==> config.mk <==
export PLATFORM = sky130hd
export DESIGN_NAME = booth_div_seq
export DESIGN_NICKNAME = d
export VERILOG_FILES = /design/src/rtl/booth_div_seq_pkg.sv /design/src/rtl/booth_div_seq_abs_sign.sv /design/src/rtl/booth_div_seq.sv
export SDC_FILE = /design/constraint.sdc
export NUM_CORES = 1
export LEC_CHECK = 0
export CELL_PAD_IN_SITES_DETAIL_PLACEMENT = 1
export CELL_PAD_IN_SITES_GLOBAL_PLACEMENT = 1
export CORE_MARGIN = 2
export CORE_UTILIZATION = 51
export CTS_BUF_LIST = sky130_fd_sc_hd__clkbuf_16
export DETAILED_ROUTE_END_ITERATION = 10
export DONT_BUFFER_PORTS = 1
export GPL_ROUTABILITY_DRIVEN = 0
export PLACE_DENSITY = 0.95
export SKIP_LAST_GASP = 1
export SYNTH_ARGS = -nofsm -noshare
export SYNTH_HDL_FRONTEND = slang
export SYNTH_HIERARCHICAL = 1
export SYNTH_SLANG_ARGS = --single-unit
==> constraint.sdc <==
create_clock -name clk -period 4.3 [get_ports clk]
set_clock_uncertainty 0.05 [all_clocks]
set_input_delay 0.86 -clock clk [delete_from_list [all_inputs] [get_ports clk]]
set_output_delay 0.86 -clock clk [all_outputs]
set_load 0.05 [all_outputs]
==> src/rtl/booth_div_seq_pkg.sv <==
// Shared definitions for the sequential signed divider: default widths,
// controller state encoding and the iteration counter width helper.
package booth_div_seq_pkg;

    localparam int DBITS_DEF = 20;
    localparam int NBITS_DEF = 8;

    typedef enum logic [1:0] {
        IDLE = 2'd0,
        CALC = 2'd1,
        FIX  = 2'd2,
        ZERO = 2'd3
    } state_t;

    // Width of a counter that runs bits-1 down to 0.
    function automatic int cnt_width(input int bits);
        return (bits > 1) ? $clog2(bits) : 1;
    endfunction

endpackage

==> src/rtl/booth_div_seq_abs_sign.sv <==
// Two's-complement magnitude/sign split; the magnitude is one bit wider so
// the most negative input converts exactly.
module booth_div_seq_abs_sign #(
    parameter int W = 8
) (
    input  logic [W-1:0] i_val,
    output logic [W:0]   o_mag,
    output logic         o_sign
);

    logic [W:0] w_ext;

    assign w_ext  = {i_val[W-1], i_val};
    assign o_sign = i_val[W-1];
    assign o_mag  = o_sign ? (~w_ext + 1'b1) : w_ext;

endmodule

==> src/rtl/booth_div_seq.sv <==
// Sequential signed restoring divider: DBITS-bit dividend / NBITS-bit divisor,
// quotient truncated toward zero, remainder carrying the dividend's sign.
//
//   state | meaning
//   ------+---------------------------------------------------------------
//   IDLE  | waiting for start; operands, magnitudes and signs latched on start
//   CALC  | one unsigned quotient bit per cycle, MSB first, DBITS cycles
//   FIX   | apply signs, flag overflow, pulse done
//   ZERO  | divisor was zero: quo all ones, rem = low dividend bits, dbz
module booth_div_seq
    import booth_div_seq_pkg::*;
#(
    parameter int DBITS = DBITS_DEF,
    parameter int NBITS = NBITS_DEF
) (
    input  logic             clk,
    input  logic             rst_n,
    input  logic             start,
    input  logic [DBITS-1:0] dvd,
    input  logic [NBITS-1:0] dvs,
    output logic [DBITS-1:0] quo,
    output logic [NBITS-1:0] rem,
    output logic             busy,
    output logic             done,
    output logic             dbz,
    output logic             ovf
);

    localparam int CW = cnt_width(DBITS);

    state_t             r_state;
    state_t             w_next;

    logic [DBITS:0]     w_dvd_mag;
    logic               w_dvd_sign;
    logic [NBITS:0]     w_dvs_mag;
    logic               w_dvs_sign;
    logic               w_dvs_zero;

    logic [NBITS-1:0]   r_dvd_lo;
    logic [DBITS-1:0]   r_q;
    logic [NBITS:0]     r_pr;
    logic [NBITS:0]     r_dvs_mag;
    logic               r_sdvd;
    logic               r_sdvs;
    logic [CW-1:0]      r_cnt;

    logic [NBITS+1:0]   w_trial;
    logic               w_ge;
    logic [NBITS:0]     w_diff;

    booth_div_seq_abs_sign #(.W(DBITS)) u_abs_dvd (
        .i_val  (dvd),
        .o_mag  (w_dvd_mag),
        .o_sign (w_dvd_sign)
    );

    booth_div_seq_abs_sign #(.W(NBITS)) u_abs_dvs (
        .i_val  (dvs),
        .o_mag  (w_dvs_mag),
        .o_sign (w_dvs_sign)
    );

    assign w_dvs_zero = (dvs == '0);

    // r_q shifts dividend bits out of its MSB while quotient bits enter its LSB.
    assign w_trial = {r_pr, r_q[DBITS-1]};
    assign w_ge    = (w_trial >= {1'b0, r_dvs_mag});
    assign w_diff  = w_trial[NBITS:0] - r_dvs_mag;

    always_ff @(posedge clk) begin
        if (!rst_n) begin
            r_state <= IDLE;
        end else begin
            r_state <= w_next;
        end
    end

    always_comb begin
        w_next = r_state;
        case (r_state)
            IDLE:    if (start) w_next = w_dvs_zero ? ZERO : CALC;
            CALC:    if (r_cnt == '0) w_next = FIX;
            FIX:     w_next = IDLE;
            ZERO:    w_next = IDLE;
            default: w_next = IDLE;
        endcase
    end

    always_ff @(posedge clk) begin
        if (!rst_n) begin
            quo       <= '0;
            rem       <= '0;
            busy      <= 1'b0;
            done      <= 1'b0;
            dbz       <= 1'b0;
            ovf       <= 1'b0;
            r_dvd_lo  <= '0;
            r_q       <= '0;
            r_pr      <= '0;
            r_dvs_mag <= '0;
            r_sdvd    <= 1'b0;
            r_sdvs    <= 1'b0;
            r_cnt     <= '0;
        end else begin
            done <= 1'b0;
            case (r_state)
                IDLE: begin
                    if (start) begin
                        busy      <= 1'b1;
                        dbz       <= 1'b0;
                        ovf       <= 1'b0;
                        r_dvd_lo  <= dvd[NBITS-1:0];
                        r_q       <= w_dvd_mag[DBITS-1:0];
                        // Top magnitude bit seeds the partial remainder.
                        r_pr      <= {{NBITS{1'b0}}, w_dvd_mag[DBITS]};
                        r_dvs_mag <= w_dvs_mag;
                        r_sdvd    <= w_dvd_sign;
                        r_sdvs    <= w_dvs_sign;
                        r_cnt     <= CW'(DBITS - 1);
                    end
                end
                CALC: begin
                    r_q   <= {r_q[DBITS-2:0], w_ge};
                    r_pr  <= w_ge ? w_diff : w_trial[NBITS:0];
                    r_cnt <= r_cnt - 1'b1;
                end
                FIX: begin
                    quo  <= (r_sdvd ^ r_sdvs) ? -r_q : r_q;
                    rem  <= r_sdvd ? -r_pr[NBITS-1:0] : r_pr[NBITS-1:0];
                    // A positive quotient with its MSB set can only be min/-1.
                    ovf  <= ~(r_sdvd ^ r_sdvs) & r_q[DBITS-1];
                    done <= 1'b1;
                    busy <= 1'b0;
                end
                ZERO: begin
                    quo  <= '1;
                    rem  <= r_dvd_lo;
                    dbz  <= 1'b1;
                    done <= 1'b1;
                    busy <= 1'b0;
                end
                default: ;
            endcase
        end
    end

endmodule
## Word-level counts from Yosys, hierarchy flattened

Cells that the tools add are included.

| storage, ports and cells | value |
|---|---|
| register bits after elaboration | 87 |
| latch bits | 0 |
| bits in writable memories | 0 |
| ROM bits | 0 |
| input port bits | 31 |
| output and inout bits | 32 |
| logic and storage cells | 69 |
| memories | 0 |

| cells by class | value |
|---|---|
| add/subtract/negate cells | 6 |
| multipliers | 0 |
| div/mod/pow operators | 0 |
| $lt $le $gt $ge | 1 |
| equality and inequality tests | 5 |
| shift-type cells | 0 |
| multiplexer cells | 23 |
| bitwise logic cells | 5 |
| reduce and logical (&&, ||, !) cells | 15 |

Operator list:

| kind | count |
|---|---|
| 20-bit one-hot mux with 2 select lines | 2 |
| 20-bit 2-to-1 mux | 2 |
| 9-bit 2-to-1 mux | 3 |
| 21-bit by 1-bit adder with 21-bit output, second input constant | 1 |
| 21-bit 2-to-1 mux | 1 |
| 21-bit NOT | 1 |
| 20-bit negator | 1 |
| 9-bit one-hot mux with 2 select lines | 1 |
| 8-bit one-hot mux with 2 select lines | 1 |
| 2-bit AND reduction | 6 |
| 10-bit by 9-bit >= comparator with 1-bit output | 1 |
| 5-bit one-hot mux with 2 select lines | 1 |
| 2-bit nonzero test | 5 |
| 9-bit by 1-bit adder with 9-bit output, second input constant | 1 |
| 9-bit NOT | 1 |
| 9-bit subtractor | 1 |
| 8-bit zero test | 1 |
| 8-bit 2-to-1 mux | 1 |
| 8-bit negator | 1 |
| 2-bit 2-to-1 mux | 3 |
| 1-bit one-hot mux with 2 select lines | 3 |
| 2-bit one-hot mux with 3 select lines | 1 |
| 5-bit zero test | 1 |
| 5-bit 2-to-1 mux | 1 |
| other kinds (10) | 14 |

## Longest topological paths before layout

Gate-level depths: netlist (run 1).

| logic depth | value |
|---|---|
| depth after elaboration | 5 |
| depth in mapped cells | 10 |
| mapped depth without buffers | 10 |

## Hierarchy

The synthesis (run 1) kept the hierarchy.

Modules (own cells, without submodules):

| module | instances | cells each | area an instance (um^2) | seq. area each (um^2) |
|---|---|---|---|---|
| booth_div_seq | 1 | 578 | 4654.5 | 1741.7 |
| booth_div_seq_abs_sign at u_abs_dvd | 1 | 67 | 479.2 | 0.0 |
| booth_div_seq_abs_sign at u_abs_dvs | 1 | 24 | 182.7 | 0.0 |

## Worst setup path after synthesis (run 1)

OpenSTA, ideal clock, no wires.

| timing path | value |
|---|---|
| path kind | register -> register |
| start | register r_q[19] |
| end | register r_pr[2] |
| setup time | 124 ps |
| arrival | 2022 ps |
| required time | 4126 ps |
| slack | 2104 ps |
| cell stages (with the launch flop) | 11 |
| buffers on the path | 1 |
| period minus slack after synthesis | 2196 ps |
| path through | dfxtp_1 -> inv_1 -> ha_1 -> inv_1 -> fa_1 -> a211oi_2 -> o211ai_1 -> a21oi_4 -> buf_6 -> mux2i_1 -> o21ai_1 |

| on the way | value |
|---|---|
| word-level cells in the longest chain between the ends | 3 |
| elaborated cells on any way between the ends | 4 |
| those cells by class | add/sub: 1; order compare: 1; mux: 2 |

Ends and longest elaborated chain:

| element | line | text |
|---|---|---|
| start: declaration | booth_div_seq.sv:41 | `logic [DBITS-1:0] r_q;` |
| start signal: assignment | booth_div_seq.sv:114 | `r_q <= w_dvd_mag[DBITS-1:0];` |
| start signal: assignment | booth_div_seq.sv:124 | `r_q <= {r_q[DBITS-2:0], w_ge};` |
| 9-bit subtractor or 10-bit by 9-bit >= comparator with 1-bit output (tied branches) | booth_div_seq.sv:69, booth_div_seq.sv:68 |  |
| 9-bit 2-to-1 mux * | booth_div_seq.sv:125 | `r_pr <= w_ge ? w_diff : w_trial[NBITS:0];` |
| 9-bit one-hot mux with 2 select lines * | booth_div_seq.sv:107 | `case (r_state)` |
| end signal: assignment | booth_div_seq.sv:116 | `r_pr <= {{NBITS{1'b0}}, w_dvd_mag[DBITS]};` |
| end signal: assignment | booth_div_seq.sv:125 |  |
| end: declaration | booth_div_seq.sv:42 | `logic [NBITS:0] r_pr;` |

Mark *: on every way between the ends. The rest lies on a longest branch, timed or not.
A chain may end at the register's enable or synchronous reset.

## Final worst setup path (run 1)

Ends and elaborated chain as after synthesis.

==> results of run 1 <==
[routing by layer]
layer  GRT usage, %  wire length, um
met5              0                0
met4           11.4              430
met3           8.89             1420
met2           49.0             7980
met1           39.3             7000
[worst max-delay path, delay by kind of cell, from the launching register on]
| kind | cells | cell delay (ns) |
|---|---|---|
| fa+ha+maj | 2 | 0.62 |
| flops | 1 | 0.38 |
| compound gates | 4 | 1.15 |
| mux | 1 | 0.26 |
| buf+inv | 2 | 0.16 |
[Yosys cell counts (3+ instances only)]
cell type  count  area [um2]
o21ai_0       48         240
o21ai_1       19        95.1
or3_1          3        18.8
o211a_1        3        30.0
nand4_1        3        18.8
nand2b_1       7        43.8
buf_4          7        52.6
and3_1         3        18.8
o41ai_2        4        65.1
a21oi_1       45         225
clkbuf_1      34         128
nor4_1         6        37.5
nor2b_1        5        31.3
xor2_1        12         105
dfxtp_1       87        1740
a31oi_1       10        62.6
nor2_1        45         169
nor3_1         7        35.0
mux2i_1        9        90.1
a32oi_1        3        26.3
xnor2_1       42         368
o221ai_1      20         175
nand3_1       11        55.1
a21boi_1      22         165
buf_2          6        30.0
nand2_1      100         375
ha_1          15         188
o211ai_1       6        45.0
buf_6          4        45.0
and2_1         4        25.0
inv_1         24        90.1
o31ai_1       10        75.1
[cell type report]
class	instances	area [um2]
inverter	26	97.6
sequential	87	1740
clock buffer	9	225
multi-input combinational	502	3210
timing repair buffer	4	30.0
clock inverter	6	53.8
tap	136	170
fill	1258	4700
[placed cells by master, fill, tap and decap left out, types with 15 or more instances in the layout]
master and instances:
a21boi_1 22, a21oi_1 45, dfxtp_1 86, ha_1 15, inv_1 25, nand2_1 100, nor2_1 45, o21ai_0 48
o21ai_1 19, o221ai_1 20, xnor2_1 42
[cell families after synthesis]
group | count (synthesis) | share of synthesized area [%]
xor gates and xnor gates | 54 | 8.90
muxes | 9 | 1.69
DFF | 87 | 32.8
buffers and inverters | 80 | 6.87
other | 2 | 0.141
and+or+nand+nor | 209 | 19.0
AOI/OAI and AO/OA | 212 | 26.7
adders and majority gates | 16 | 3.91
[flip-flops by register name (all words and copies together), names as in the netlist]
signal     count
busy           1
r_pr           9
rem            8
ovf            1
done           1
r_dvs_mag      9
r_q           20
r_sdvd         1
quo           20
r_sdvs         1
r_dvd_lo       8
dbz            1
r_cnt          5
r_state        2
[power by group]
| part | internal (W) | switching [W] | total [W] |
|---|---|---|---|
| sequential | 0.000876 | 0.000154 | 0.00103 |
| clock | 0.000440 | 0.000335 | 0.000775 |
| combinational | 0.000291 | 0.000432 | 0.000723 |
[worst max-delay path by stage]
stage | startpoint | end | slack [ns] | cells after the start
final | r_q[19]$_SDFFE_PN0P_ | r_pr[2]$_SDFFE_PN0P_ | 1.55 | 9
after global routing | r_q[19]$_SDFFE_PN0P_ | r_q[0]$_SDFFE_PN0P_ | 1.37 | 9
after CTS | r_q[19]$_SDFFE_PN0P_ | r_q[0]$_SDFFE_PN0P_ | 1.58 | 9
after detailed placement | r_q[19]$_SDFFE_PN0P_ | r_pr[2]$_SDFFE_PN0P_ | 1.70 | 9
after global placement | r_q[19]$_SDFFE_PN0P_ | r_q[0]$_SDFFE_PN0P_ | 1.91 | 9
after floorplan | r_q[19]$_SDFFE_PN0P_ | r_pr[2]$_SDFFE_PN0P_ | 2.10 | 10
[per-stage QoR]
step	cells	total power [W]	utilization, %
after floorplan	669	0.00159	-
after global placement	755	0.00166	51.3
after detailed placement	755	0.00172	51.3
after CTS	770	0.00251	54.0
after global routing	770	0.00263	54.0
final	770	0.00253	54.0
==> flow_summary.json, run 1 <==
{
  "critPathRequiredTime_ns": 4.47,
  "ys_seq_area_share_pct": 32.8,
  "final_max_slew_viol_count": 0,
  "r2r_cells": 9,
  "cp_slowest_stage_delay_ns": 0.48,
  "maxSlewHeadroom_pct": 19.7,
  "drcViolationCount": 0,
  "r2r_start": "r_q[19]$_SDFFE_PN0P_",
  "whs_endpoint": "r_dvd_lo[0]$_SDFFE_PN0P_",
  "core_mm2": 0.0102,
  "path_common_cell": "inv_1",
  "hold_buffers": 0,
  "ys_types": 67,
  "cts_tree": "built",
  "rrSetupSlack_ns": 1.55,
  "netlist_area_mm2": 0.00532,
  "max_freq_ghz": 0.364,
  "dieArea_mm2": 0.0113,
  "endpoint_kind": "flop",
  "final_cell_area_mm2": 0.00553,
  "tritoncts.num_buffers": 9,
  "fin_ws_ns": 1.55,
  "pre_cts_ws_ns": 1.70,
  "critPathArrivalTime_ns": 2.92,
  "initial_core_util_pct": 52.0,
  "cts_resized": 0,
  "cts.sinks": 87,
  "routed_wl_um": 16800,
  "row_count": 37,
  "grt_max_degree": 84,
  "worst_pin_slew_ns": 1.20,
  "syn-num-nets": 716,
  "fin_crit_sh_pct": 64.0,
  "rsz0062_at_grt": "no",
  "wl_per_cell_um": 21.9,
  "antenna_cells": 0,
  "hold_viol": 0,
  "whs_ns": 0.410,
  "status": "completed",
  "r2r-end": "r_pr[2]$_SDFFE_PN0P_",
  "clock-root-buffer": "clkbuf_16",
  "hold_path.startpoint": "r_dvd_lo[0]$_SDFFE_PN0P_",
  "clk_pin_slew_ns": 0.06,
  "finalSetupTns_ns": 0,
  "postCtsSetupBuffers": 0,
  "dp_hpwl_um": 10900,
  "ant_nets": 0,
  "whs_path_depth": 2,
  "ys_ff_latch": 87,
  "hold_class": "reg2reg",
  "p_leak_nw": 2.05,
  "critPathKind": "reg2reg",
  "clockBufferDepth": 2,
  "powerDensity_mw_per_mm2": 457,
  "place_area_mm2": 0.00525,
  "vias": 4959,
  "cts-htree-levels": 3,
  "syn_to_final_growth_pct": 4.00,
  "synth_flop_cell": "dfxtp_1",
  "antenna_found_initial": 0,
  "die_h_um": 106,
  "grt_pass1_wl_um": 27300,
  "nNetsFinal": 677,
  "grtUsageTotal_pct": 30.7,
  "grt_pass1_vias": 5090,
  "synth_edf_count": 0,
  "finalSetupViolCount": 0,
  "die_w_um": 106,
  "startpoint_type": "flop",
  "cp_max_fo": 14,
  "worstSkewPairLatency_ns": 0.35,
  "port_buffers": 0,
  "final.min_clock_period_ns": 2.75,
  "ios": 63,
  "maxCapViolCount": 0,
  "crit_chain": "inv_1 -> ha_1 -> inv_1 -> fa_1 -> a211oi_2 -> o211ai_1 -> a21oi_4 -> mux2i_1 -> o21ai_1",
  "synth-async-reset-ratio_pct": 0,
  "grt-ovfl-total": 0,
  "avgViaCountPerCell": 6.44,
  "max-vdd-ir-drop_v": 0.000187,
  "drtPass1Iterations": 5,
  "crit_slowest_cell": "a21oi_4",
  "synthCells": 669,
  "yosysWarnings": 6,
  "synth.avg_cell_area_um2": 7.95,
  "drt_iter0_markers": 455,
  "drive_gt1_share_pct": 6.15
}
(Power assumes the default switching activity.)
==> run 2: changes to the inputs <==
--- a/config.mk
+++ b/config.mk
@@ -8,12 +8,12 @@
 export CELL_PAD_IN_SITES_DETAIL_PLACEMENT = 1
 export CELL_PAD_IN_SITES_GLOBAL_PLACEMENT = 1
 export CORE_MARGIN = 2
-export CORE_UTILIZATION = 51
+export CORE_UTILIZATION = 43
 export CTS_BUF_LIST = sky130_fd_sc_hd__clkbuf_16
 export DETAILED_ROUTE_END_ITERATION = 10
 export DONT_BUFFER_PORTS = 1
 export GPL_ROUTABILITY_DRIVEN = 0
-export PLACE_DENSITY = 0.95
+export PLACE_DENSITY = 0.86
 export SKIP_LAST_GASP = 1
 export SYNTH_ARGS = -nofsm -noshare
 export SYNTH_HDL_FRONTEND = slang
==> constraint.sdc (replaced) <==
create_clock -name clk -period 2.2 [get_ports clk]
set_clock_uncertainty 0.05 [all_clocks]
set_input_delay 0.44 -clock clk [delete_from_list [all_inputs] [get_ports clk]]
set_output_delay 0.44 -clock clk [all_outputs]
set_load 0.05 [all_outputs]
==> run 2 against run 1 <==
  * The flow now finishes with violations (negative setup slack)
  * Sequential power rose by 92%
  * Clock power rose by 94%
  * Combinational power rose by 130%
  * Wire length fell by 3.5%
  * Sequential share of layout area fell by 1.2 points
  * Maximum frequency rose by 22%
  * Final cell count rose by 6.5%
  * Die area rose by 18%
  * Worst setup slack got worse by 1.6 ns
==> flow_summary.json, run 2 (synthesis results as in run 1) <==
{
  "r2r_start": "r_pr[4]$_SDFFE_PN0P_",
  "clockBufferDepth": 2,
  "worst_pin_slew_ns": 1.09,
  "dp_hpwl_um": 11300,
  "grt_pass1_wl_um": 25300,
  "finalSetupTns_ns": -0.0623,
  "r2r_cells": 7,
  "grtUsageTotal_pct": 24.3,
  "clock-root-buffer": "clkbuf_16",
  "r2r-end": "r_pr[4]$_SDFFE_PN0P_",
  "drive_gt1_share_pct": 10.7,
  "avgViaCountPerCell": 5.97,
  "cp_max_fo": 8,
  "antenna_cells": 0,
  "ant_nets": 0,
  "met3_usage_pct": 7.43,
  "critPathKind": "reg2reg",
  "nNetsFinal": 695,
  "status": "finished, violations left",
  "fin_ws_ns": -0.0623,
  "cts.sinks": 87,
  "grt_pass1_vias": 4869,
  "critPathRequiredTime_ns": 2.39,
  "hold_path.startpoint": "dvd[1]",
  "row_count": 40,
  "final.min_clock_period_ns": 2.26,
  "whs_endpoint": "r_dvd_lo[1]$_SDFFE_PN0P_",
  "layout_common_cells": "nand2_1, dfxtp_1, o21ai_0",
  "hold_class": "in2reg",
  "cts-htree-levels": 3,
  "max-vdd-ir-drop_v": 0.000444,
  "syn_to_final_growth_pct": 8.45,
  "clk_pin_slew_ns": 0.07,
  "worstSkewPairLatency_ns": 0.36,
  "final_max_slew_viol_count": 0,
  "critPathArrivalTime_ns": 2.45,
  "dieArea_mm2": 0.0133,
  "finalSetupViolCount": 1,
  "whs_path_depth": 2,
  "rrSetupSlack_ns": -0.06,
  "die_w_um": 115,
  "grt.busiest_layer": "met2",
  "powerDensity_mw_per_mm2": 893,
  "reg_top3": "quo: 20 flops, r_q: 20 flops",
  "use_met1_pct": 31.8,
  "utilization_pct": 47.8,
  "core_mm2": 0.0121,
  "initial_core_util_pct": 44.1,
  "grt_max_degree": 84,
  "fin_crit_sh_pct": 103,
  "maxCapViolCount": 0,
  "hold_buffers": 0,
  "hold_viol": 0,
  "vias": 4897,
  "max_freq_ghz": 0.442,
  "cts_tree": "built",
  "endpoint_kind": "flop",
  "drcViolationCount": 0,
  "tritoncts.num_buffers": 9,
  "p_leak_nw": 2.16,
  "port_buffers": 0,
  "ios": 63,
  "maxSlewHeadroom_pct": 26.5,
  "mostFrequentLayoutCell": "nand2_1",
  "routed_wl_um": 16300,
  "grt-ovfl-total": 0,
  "wl_per_cell_um": 19.8,
  "grt_use_met2_pct": 38.0,
  "violations": "negative setup slack",
  "startpoint_type": "flop",
  "rsz0062_at_grt": "yes",
  "drt_iter0_markers": 408,
  "antenna_found_initial": 0,
  "drtPass1Iterations": 7,
  "die_h_um": 115
}
-- run 2: changes by cell type in the layout (fill, tap and decap cells not counted), moves of 2 or more --
| cell | before | now |
|---|---|---|
| o21ai_1 | 19 | 17 |
| inv_2 | 2 | 4 |
| dfxtp_1 | 86 | 83 |
| dfxtp_2 | 1 | 4 |
| buf_4 | 4 | 20 |
| o21ai_2 | 0 | 2 |
| clkinv_1 | 2 | 0 |
-- run 2: per-layer routing --
layer / share of wire, % / up-vias / wire length [um]
met5: 0 / - / 0
met3: 7.3 / 25 / 1190
met2: 46 / 143 / 7480
met4: 1.9 / 0 / 306
met1: 45 / 2411 / 7270
li1: - / 2318 / -
-- run 2: what timing repair did --
action                                  CTS  global route
endpoints found under the setup margin    0             8
buffers inserted                          0             3
resized for setup                         0            16
-- run 2: worst max-delay path by stage --
stage | startpoint | to | slack (ns) | depth (start not counted)
detailed placement | r_q[19]$_SDFFE_PN0P_ | r_pr[2]$_SDFFE_PN0P_ | 0.04 | 10
CTS | r_q[19]$_SDFFE_PN0P_ | r_pr[2]$_SDFFE_PN0P_ | 0.03 | 10
global route | r_pr[4]$_SDFFE_PN0P_ | r_pr[4]$_SDFFE_PN0P_ | -0.12 | 7
global placement | r_q[19]$_SDFFE_PN0P_ | r_q[0]$_SDFFE_PN0P_ | 0.09 | 10
floorplan | r_q[19]$_SDFFE_PN0P_ | r_pr[2]$_SDFFE_PN0P_ | 0.004 | 10
finish | r_pr[4]$_SDFFE_PN0P_ | r_pr[4]$_SDFFE_PN0P_ | -0.06 | 7
-- run 2: final cells by class --
class,instances,area [um2]
Clock inverter,6,55.1
Multi-Input combinational cell,502,3250
Tap cell,168,210
Clock buffer,9,225
Fill cell,1478,6300
Inverter,26,97.6
Sequential cell,87,1750
Timing Repair Buffer,22,185
-- run 2: worst max-delay path, cell delays in order, from the launching register on --
cell      delay, ns
dfxtp_1        0.47
ha_1           0.38
a21oi_2        0.31
o211ai_1       0.20
a21oi_4        0.21
buf_12         0.15
mux2i_1        0.28
o21ai_1        0.09
-- run 2: report_power, final --
group | internal [W] | total, W | switching (W)
clock | 0.000861 | 0.00150 | 0.000639
combinational | 0.000751 | 0.00167 | 0.000917
sequential | 0.00171 | 0.00198 | 0.000270
total | 0.00333 | 0.00515 | 0.00183
-- run 2: through the flow --
stage | std cells | hold slack [ns] | cell area, um2 | power, W | worst slack [ns]
global placement | 802 | 0.389 | 5420 | 0.00340 | 0.0898
finish | 820 | 0.168 | 5770 | 0.00515 | -0.0623
detailed placement | 802 | 0.397 | 5420 | 0.00349 | 0.0429
global route | 820 | 0.160 | 5770 | 0.00538 | -0.118
floorplan | 669 | 0.380 | 5320 | 0.00311 | 0.00392
CTS | 817 | 0.167 | 5700 | 0.00498 | 0.0274
